<file path="src/rtl/fetch_pkg.sv">
// Shared types and defaults for the instruction fetch stage.
package fetch_pkg;

  localparam int unsigned PcW    = 64;
  localparam int unsigned InstrW = 32;

  localparam logic [PcW-1:0] DefResetPc = 64'h0;
  localparam int unsigned    DefPcStep  = 4;

  typedef enum logic [1:0] {
    StIdle,
    StReq,
    StHold
  } fetch_state_e;

endpackage

</file>
<file path="src/rtl/fetch_perf_counter.sv">
// Free-running wrapping event counter with synchronous active-high reset.
module fetch_perf_counter #(
  parameter int unsigned Width = 32
) (
  input  logic             clk,
  input  logic             rst,
  input  logic             inc,
  output logic [Width-1:0] count
);

  logic [Width-1:0] count_q, count_d;

  always_comb begin
    count_d = count_q;
    if (inc) count_d = count_q + 1'b1;
  end

  always_ff @(posedge clk) begin
    if (rst) count_q <= '0;
    else     count_q <= count_d;
  end

  assign count = count_q;

endmodule

</file>
<file path="src/rtl/instruction_fetch.sv">
// Single-outstanding instruction fetch stage with decode handshake and branch redirect.
// Define FETCH_PERF_CNT_EN to add the fetch_count output.
module instruction_fetch
  import fetch_pkg::*;
#(
  parameter logic [PcW-1:0] RESET_PC = DefResetPc,
  parameter int unsigned    PC_STEP  = DefPcStep
) (
  input  logic              clk,
  input  logic              rst,
  input  logic [PcW-1:0]    pc,
  output logic [PcW-1:0]    next_pc,
  output logic              imem_req,
  output logic [PcW-1:0]    imem_addr,
  input  logic              imem_ack,
  input  logic [InstrW-1:0] imem_rdata,
  output logic [InstrW-1:0] instr,
  output logic              instr_valid,
  input  logic              instr_ready,
  input  logic              branch_taken,
  input  logic [PcW-1:0]    branch_target
`ifdef FETCH_PERF_CNT_EN
  ,
  output logic [31:0]       fetch_count
`endif
);

  fetch_state_e      state_q, state_d;
  logic [InstrW-1:0] instr_q, instr_d;
  logic              accept;
  logic [PcW-1:0]    target_aligned;

  assign target_aligned = branch_target & ~64'h3;

  always_comb begin
    state_d  = state_q;
    instr_d  = instr_q;
    accept   = 1'b0;
    imem_req = 1'b0;
    next_pc  = pc;
    unique case (state_q)
      StIdle: state_d = StReq;
      StReq: begin
        imem_req = 1'b1;
        if (imem_ack) begin
          instr_d = imem_rdata;
          state_d = StHold;
        end
      end
      StHold: begin
        if (instr_ready) begin
          accept  = 1'b1;
          state_d = StReq;
          next_pc = branch_taken ? target_aligned : pc + 64'(PC_STEP);
        end
      end
      default: state_d = StIdle;
    endcase
    // Reset overrides the outputs in the same cycle so the PC register loads RESET_PC.
    if (rst) begin
      imem_req = 1'b0;
      accept   = 1'b0;
      next_pc  = RESET_PC;
    end
  end

  always_ff @(posedge clk) begin
    if (rst) begin
      state_q <= StIdle;
      instr_q <= '0;
    end else begin
      state_q <= state_d;
      instr_q <= instr_d;
    end
  end

  assign imem_addr   = pc;
  assign instr       = instr_q;
  assign instr_valid = (state_q == StHold);

`ifdef FETCH_PERF_CNT_EN
  fetch_perf_counter #(
    .Width(32)
  ) u_perf_counter (
    .clk  (clk),
    .rst  (rst),
    .inc  (accept),
    .count(fetch_count)
  );
`endif

endmodule

</file>
<file path="config.mk">
export PLATFORM = sky130hd
export DESIGN_NAME = instruction_fetch
export DESIGN_NICKNAME = d
export VERILOG_FILES = /design/src/rtl/fetch_pkg.sv /design/src/rtl/fetch_perf_counter.sv /design/src/rtl/instruction_fetch.sv
export SDC_FILE = /design/constraint.sdc
export NUM_CORES = 1
export LEC_CHECK = 0
export ABC_CLOCK_PERIOD_IN_PS = 3800
export BUFFER_PORTS_ARGS = -buffer_cell sky130_fd_sc_hd__buf_2
export CORE_AREA = 2 2 126 128
export CTS_CLUSTER_DIAMETER = 40
export CTS_CLUSTER_SIZE = 28
export DETAILED_ROUTE_END_ITERATION = 7
export DIE_AREA = 0 0 128 130
export GPL_ROUTABILITY_DRIVEN = 0
export PLACE_DENSITY = 0.63
export SLEW_MARGIN = 30
export SYNTH_ARGS = -nofsm -noshare
export SYNTH_HDL_FRONTEND = slang
export SYNTH_SLANG_ARGS = --single-unit
</file>
<file path="constraint.sdc">
create_clock -name clk -period 3.8 [get_ports clk]
set_clock_uncertainty 0.1 [all_clocks]
set_input_delay 1.14 -clock clk [delete_from_list [all_inputs] [get_ports clk]]
set_output_delay 1.14 -clock clk [all_outputs]
set_load 0.1 [all_outputs]
</file>
### Yosys cells after proc, flatten, opt, wreduce, memory -nomap -nowiden

Index checks and enable logic that the tools add are counted.

* register bits after elaboration: 34
* input bits: 165
* output and inout port bits: 162
* word-level logic and storage cells: 19

* add/subtract/negate cells: 1
* equality and inequality tests: 4
* muxes and demuxes: 9
* reduce and logical (&&, ||, !) cells: 3

Operators with widths (count)
* 64-bit 2-to-1 mux: 4
* 64-bit by 3-bit adder with 64-bit output (second input constant): 1
* 2-bit case mux with 3 select lines: 1
* 2-bit 2-to-1 mux: 2
* 2-bit AND reduction: 2
* 2-bit by 1-bit equality test with 1-bit output (second input constant): 1
* 2-bit equality test (second input constant): 1
* 2-bit logical NOT: 1
* 1-bit 2-to-1 mux: 2
* 2-bit by 1-bit inequality test with 1-bit output (second input constant): 1
* 2-bit inequality test (second input constant): 1

### Depth between registers and ports, before layout

Gate-level depths: netlist of run 1.

* depth after elaboration: 5
* mapped depth: 8
* depth with buffers taken out: 6

### Worst setup path before layout of run 1

OpenSTA, ideal clock, no wires.

* path type: in2out
* start: input pc[26]
* end: output next_pc[63]
* arrival time: 5270 ps
* data required time: 2560 ps
* slack: -2710 ps
* stages: 7
* path buffers: 2
* cells stage by stage: clkbuf_2 nand4_1 nor4_2 buf_2 nand2_1 o21ai_0 nor4b_1

* longest elaborated chain between the ends: 5

Ends and longest elaborated chain
* from (decl): line instruction_fetch.sv:11 `input logic [PcW-1:0] pc,`
* 64-bit by 3-bit adder with 64-bit output: line instruction_fetch.sv:54 `next_pc = branch_taken ? target_aligned : pc + 64'(PC_STEP);`
* 64-bit 2-to-1 mux: line instruction_fetch.sv:54
* 64-bit 2-to-1 mux: line instruction_fetch.sv:51 `if (instr_ready) begin`
* 64-bit 2-to-1 mux: line instruction_fetch.sv:41 `unique case (state_q)`
* 64-bit 2-to-1 mux: line instruction_fetch.sv:60 `if (rst) begin`
* to (decl): line instruction_fetch.sv:12 `output logic [PcW-1:0] next_pc,`

No other way between the ends.

### Worst setup path after layout of run 1

* start: input pc[2]
* end: output next_pc[52]

The elaborated chain is that of the path after synthesis.

==> results_dict.tcl, run 1 <==
set metrics [dict create \
    status "finished, violations left" \
    violations "setup timing" \
    critical_path_peak_fanout 12 \
    tritoncts "done" \
    synth_warnings 0 \
    cts.path.max_buffers 2 \
    number_of_buffers_inserted_by_hold_repair_at_cts 0 \
    synth_cells 765 \
    wl_per_cell_um 18.5 \
    drt-vias-per-instance 5.56 \
    initial_antenna_violation_count 1 \
    clk_root_buffer_cell "clkbuf_16" \
    worstSetupEndpointType "output port" \
    postRouteAntennaNets 0 \
    cts.htree.levels 2 \
    layout_setup_ws_ns -0.551 \
    firstDrtPassIters 5 \
    critical_path.reg2reg.endpoint "instr[17]" \
    sequential_cell_area_um2 681 \
    cts.reportedPaths.clkPinSlew_ns 0.05 \
    die_area_mm2 0.0166 \
    multiInputGateArea_mm2 0.00478 \
    crit_arrival_ns 3.11 \
    hold_violations 0 \
    critPathKind "primary input to output port" \
    final-setup-viol-count 53 \
    p_total_uw 2480 \
    core_area_mm2 0.0154 \
    timing.critical_path.to "next_pc[52]" \
    worst_ep_required_time_ns 2.56 \
    post-route-drc-count 0 \
    total_number_of_vias 7680 \
    leakage_uw 0.00460 \
    fin_cells 1381 \
    reg2reg_from "state_q[0]" \
    placement_rows 46 \
    relSlewSlack_pct 58.1 \
    grt_pass1_vias 7147 \
    drt_first_iter_violations 522 \
    clock_insertion_delay_worst_skew_ns 0.27 \
    nets 1353 \
    netlist.top_cell.by_area "dfxtp_1" \
    rsz0062_at_grt "true" \
    ys_seq_elements 34 \
    drive_gt1_share_pct 60.5 \
    fill_cell_total_of_the_finished_layout 1241 \
    setup.reg_to_reg.worst_slack_ns 2.29 \
    unique_masters_post_synth 69 \
    synthDominantCellAreaShare_pct 14.0 \
    finalWirelength_um 25500 \
    port-buffer-count 324 \
    maximum_vdd_drop_mv 0.231 \
    timing.final.crit_period_ns 4.35 \
    grt_pass1_wl_um 37800 \
    average_size_of_a_mapped_cell_um2 6.37 \
    postSynth.topFlopCell "dfxtp_1" \
    cts.sink_count 34 \
    syn_to_final_growth_pct 117 \
    maxCapViolCount 0 \
    syn-cell-area_mm2 0.00487 \
    cts_inserted_buffers 5 \
    maxClockFrequency_mhz 230 \
    syn_nets 931 \
    place_inst 1333 \
    timing.critical_path.from "pc[2]" \
    async_reset_ff_share_pct 0 \
    grt_max_degree 46 \
    maxSlewViolCount 0 \
    pwr_density_cell_mw_per_mm2 234 \
    initial_core_util_pct 31.6 \
    dieHeight_um 130 \
    synth.yosys.seq_area_share_pct 14.0 \
    min-delay-path-class "flip-flop to flip-flop" \
    gr-total-overflow 0 \
    synth-edff-count 0 \
    netlist_top_cells_area "dfxtp_1, buf_4, nand2_1, a21oi_1, nand4_1" \
    place.detailed.hpwl_um 19400 \
    final.period_utilization_pct 114 \
    setup-tns-final_ns -19.05 \
    r2r_cells 4 \
    mostFrequentLayoutCells "buf_2, buf_4, nand2_1, buf_12, a21oi_1" \
    die_width_um 128 \
    critical_path_source_type "primary input" \
    gr-usage-all-layers_pct 28.2 \
    worst_slew_pin_slew_ns 0.629 \
    ios 327 \
    most_frequent_standard_cell_in_the_layout_excluding_fill_and_tap_cells "buf_2" \
]
==> power breakdown <==
part / total [uW] / switching [uW] / leakage (uW) / internal [uW]
clock: 453 / 143 / 0.0000781 / 310
sequential: 385 / 9.49 / 0.000277 / 375
combinational: 1640 / 1130 / 0.00425 / 510
total: 2480 / 1280 / 0.00460 / 1190
==> kinds of logic after synthesis <==
| kind of cell | share of synthesized area [%] |
|---|---|
| AO/OA/AOI/OAI | 28.8 |
| multiplexers | 1.46 |
| AND/OR/NAND/NOR | 38.7 |
| buffers and inverters | 16.8 |
| flip-flops | 14.0 |
| adder cells (fa/ha/maj) | 0.257 |
==> synthesized netlist by cell type, types with 6 or more instances <==
library cell  number
and3_1            24
nor4_1            13
dfxtp_1           34
o31ai_1            7
o21ai_0           28
o211ai_1          10
nand2_1          124
and4_1             8
nor2_1            40
o22ai_1           10
or4_1              8
inv_1             16
a211oi_1          11
mux2i_1            6
or3_1             14
a22oi_1            9
nand4_1           32
a31oi_1           23
clkbuf_1          53
nor3_1            24
nand3_1           37
a21oi_1           73
buf_4             65
==> registers in the layout, summed over array words and instances (netlist names) <==
| register | flops |
|---|---|
| instr | 32 |
| state_q | 2 |
==> through the flow <==
stage	hold WS (ns)	instance area [um^2]	util, %	setup WS (ns)
floorplan	0.454	6120	-	-0.726
global placement	0.339	9480	61.4	-0.709
detailed placement	0.344	9480	61.4	-0.735
CTS	0.351	10300	66.7	-0.543
global route	0.365	10600	68.5	-0.620
finish	0.349	10600	68.5	-0.551
==> worst min path at each step <==
stage	from	to	slack (ns)	depth (start not counted)
final	instr[22]	instr[22]	0.35	2
after global routing	instr[22]	instr[22]	0.37	2
after CTS	instr[22]	instr[22]	0.35	2
after detailed placement	instr[22]	instr[22]	0.34	2
after global placement	instr[11]	instr[11]	0.34	2
after floorplan	state_q[0]	state_q[0]	0.45	3
==> metal layers <==
metal	up-vias	wire (um)	GRT usage, %
met5	-	0	0
met2	365	12900	51.6
li1	3633	-	-
met4	0	896	8.99
met3	60	1780	4.06
met1	3622	9870	34.1
==> worst max-delay path, stage by stage <==
cell,delay (ns)
buf_8,0.08
ha_4,0.14
nand4_1,0.13
or4_4,0.51
buf_6,0.16
nor3_4,0.21
buf_12,0.17
nand4_1,0.14
a31oi_4,0.21
buf_12,0.19
==> layout make-up <==
cell class	instances	area share (%)
tap	192	2.27
clock buffer	7	1.25
timing repair buffer	546	43.9
sequential	34	6.44
inverter	16	0.568
antenna	1	0.0237
multi-input combinational	584	45.2
clock inverter	1	0.284
==> repair_timing <==
item,4_1_cts,5_1_grt
setup buffers,27,16
endpoints found under the setup margin,54,57
resized for setup,98,54
gates cloned,1,0
endpoints found under the hold margin,0,0
pin swaps,54,22
Power figures use the tool's default switching activity.
==> inputs of run 2 (changes only) <==
--- a/config.mk
+++ b/config.mk
@@ -5,15 +5,16 @@
 export SDC_FILE = /design/constraint.sdc
 export NUM_CORES = 1
 export LEC_CHECK = 0
+export ABC_AREA = 1
 export ABC_CLOCK_PERIOD_IN_PS = 3800
 export BUFFER_PORTS_ARGS = -buffer_cell sky130_fd_sc_hd__buf_2
-export CORE_AREA = 2 2 126 128
+export CORE_AREA = 2 2 129 131
 export CTS_CLUSTER_DIAMETER = 40
 export CTS_CLUSTER_SIZE = 28
 export DETAILED_ROUTE_END_ITERATION = 7
-export DIE_AREA = 0 0 128 130
+export DIE_AREA = 0 0 131 133
 export GPL_ROUTABILITY_DRIVEN = 0
-export PLACE_DENSITY = 0.63
+export PLACE_DENSITY = 0.64
 export SLEW_MARGIN = 30
 export SYNTH_ARGS = -nofsm -noshare
 export SYNTH_HDL_FRONTEND = slang
==> run 2 against run 1 <==
  * The flow still finishes with violations (setup timing)
  * Non-clock buffer count grew 36
  * Die area grew 4.7%
  * Final cell count grew 23%
  * Largest cell class unchanged
==> results_dict.tcl, run 2 <==
set metrics [dict create \
    drt-vias-per-instance 5.37 \
    initial_antenna_violation_count 0 \
    pwr_density_cell_mw_per_mm2 208 \
    final.period_utilization_pct 110 \
    insertedDiodeCount 0 \
    finalWirelength_um 31400 \
    critical_path.reg2reg.endpoint "instr[26]" \
    synth_warnings 0 \
    critical-path-slowest-cell "o21ai_1" \
    largest_reg_flops 32 \
    post-route-drc-count 0 \
    cts.path.max_buffers 2 \
    critical_path_peak_fanout 3 \
    r2r_cells 5 \
    ys_seq_elements 34 \
    rsz0062_at_grt "true" \
    clock_insertion_delay_worst_skew_ns 0.27 \
    syn_to_final_growth_pct 126 \
    netlist_top_cells_area "nand2_1, dfxtp_1, a21oi_1, nor2_1, buf_4" \
    drt_first_iter_violations 715 \
    synthDominantCellAreaShare_pct 16.9 \
    timing.final.crit_period_ns 4.17 \
    synth_cells 995 \
    synth.yosys.seq_area_share_pct 12.7 \
    setup-tns-final_ns -8.94 \
    drive_gt1_share_pct 63.6 \
    postSynth.topFlopCell "dfxtp_1" \
    gr-usage-all-layers_pct 30.8 \
    timing.critical_path.to "next_pc[23]" \
    worstSetupEndpointType "output port" \
    syn_nets 1161 \
    relSlewSlack_pct 65.6 \
    cts.reportedPaths.clkPinSlew_ns 0.05 \
    grt_pass1_wl_um 42600 \
    violations "setup timing" \
    dp_worst_setup_slack_ns -0.417 \
    setup.reg_to_reg.worst_slack_ns 2.34 \
    syn-cell-area_mm2 0.00537 \
    min_delay_path_depth 2 \
    layout_setup_ws_ns -0.367 \
    unique_masters_post_synth 41 \
    status "finished, violations left" \
    port-buffer-count 324 \
    most_frequent_standard_cell_in_the_layout_excluding_fill_and_tap_cells "buf_2" \
    wl_per_cell_um 18.6 \
    critical_path_source_type "primary input" \
    timing.critical_path.cells "buf_12, buf_6, nand2_4, nor2_4, buf_6, buf_6, nand2_4, nor2_4, nand2_4, o21ai_2, nand2_1, o21ai_1, buf_4, a21oi_4, buf_12" \
    synth.most_common_cell "nand2_1" \
    cts.htree.levels 2 \
    grt_pass1_vias 8373 \
    fill_cell_total_of_the_finished_layout 1066 \
    netlist.top_cell.by_area "nand2_1" \
    mostFrequentLayoutCells "buf_2, buf_4, nand2_1, nor2_1, inv_1" \
    timing.critical_path.from "pc[11]" \
    dieHeight_um 133 \
    tritoncts "done" \
    worst_slew_pin_slew_ns 0.516 \
    clk_root_buffer_cell "clkbuf_16" \
    placement_rows 47 \
    ys_top_cells_by_count "nand2_1, nor2_1, a21oi_1" \
    ios 327 \
    firstDrtPassIters 6 \
    postRouteAntennaNets 0 \
    crit_arrival_ns 2.93 \
    average_size_of_a_mapped_cell_um2 5.40 \
    grt_max_degree 66 \
    die_width_um 131 \
    slowest_delay_ns 0.23 \
    cts.sink_count 34 \
    core_area_mm2 0.0162 \
    critPathKind "primary input to output port" \
    total_number_of_vias 9095 \
    hold_violations 0 \
    nets 1642 \
    worst_ep_required_time_ns 2.56 \
    cts_inserted_buffers 5 \
    synth-edff-count 0 \
    leakage_uw 0.00551 \
    maxSlewViolCount 0 \
    gr-total-overflow 0 \
    maximum_vdd_drop_mv 0.500 \
    async_reset_ff_share_pct 0 \
    maxClockFrequency_mhz 240 \
    min-delay-path-class "flip-flop to flip-flop" \
    place.detailed.hpwl_um 21800 \
    maxCapViolCount 0 \
    initial_core_util_pct 33.2 \
    reg2reg_from "state_q[1]" \
    number_of_buffers_inserted_by_hold_repair_at_cts 0 \
    post-route-util_pct 75.1 \
    final-setup-viol-count 53 \
    die_area_mm2 0.0174 \
]
## run 2: report_power, final
group	internal (uW)	leakage, uW	total [uW]	switching [uW]
combinational	518	0.00516	1740	1220
clock	252	0.0000688	382	129
sequential	384	0.000279	398	13.5
total	1150	0.00551	2520	1370
## run 2: layer usage
layer  wire [um]  up-vias  track usage (%)
li1            -     4153                -
met1       11300     4148             36.8
met2       15500      626             54.5
met3        2690      168             5.05
met4        2020        0             11.7
met5           0        -                0
## run 2: how the worst min path moves through the flow
stage / startpoint / to / slack (ns)
after floorplan: state_q[0] / state_q[0] / 0.38
after global placement: instr[24] / instr[24] / 0.33
after detailed placement: instr[3] / instr[3] / 0.33
after CTS: instr[24] / instr[24] / 0.34
after global routing: instr[29] / instr[29] / 0.36
final: instr[24] / instr[24] / 0.34
## run 2: per-stage QoR
stage	hold WS (ns)	area (um^2)	std cells	total power (uW)
2_1_floorplan	0.377	6210	995	1510
4_1_cts	0.343	11200	1671	2450
3_5_place_dp	0.334	9980	1637	1980
6_report	0.339	12100	1695	2520
3_3_place_gp	0.327	9980	1637	1970
5_1_grt	0.361	12100	1695	2610
## run 2: kinds of logic after synthesis
kind of cell,count (synthesis),share of synthesized area (%)
compound gates,225,23.1
xor+xnor,6,0.979
fa+ha+maj,1,0.233
flops,34,12.7
buf+inv,202,18.9
simple gates,527,44.1
## run 2: what timing repair did
item / 4_1_cts / 5_1_grt
setup endpoints to repair: 51 / 59
pin swaps: 108 / 122
setup buffers: 28 / 27
resized for setup: 253 / 198
hold endpoints to repair: 0 / 0
## run 2: final cells by class
cell class	instances	area [um^2]	share of cell area, %
Sequential cell	34	681	5.61
Inverter	94	383	3.15
Timing Repair Buffer	582	5040	41.5
Multi-Input combinational cell	759	5620	46.3
Clock buffer	6	139	1.14
Tap cell	220	275	2.27
## run 2: worst max-delay path: cells and delay by family
| kind | cells | cell delay (ns) |
|---|---|---|
| compound gates | 3 | 0.39 |
| buf+inv | 6 | 0.76 |
| simple gates | 6 | 0.62 |
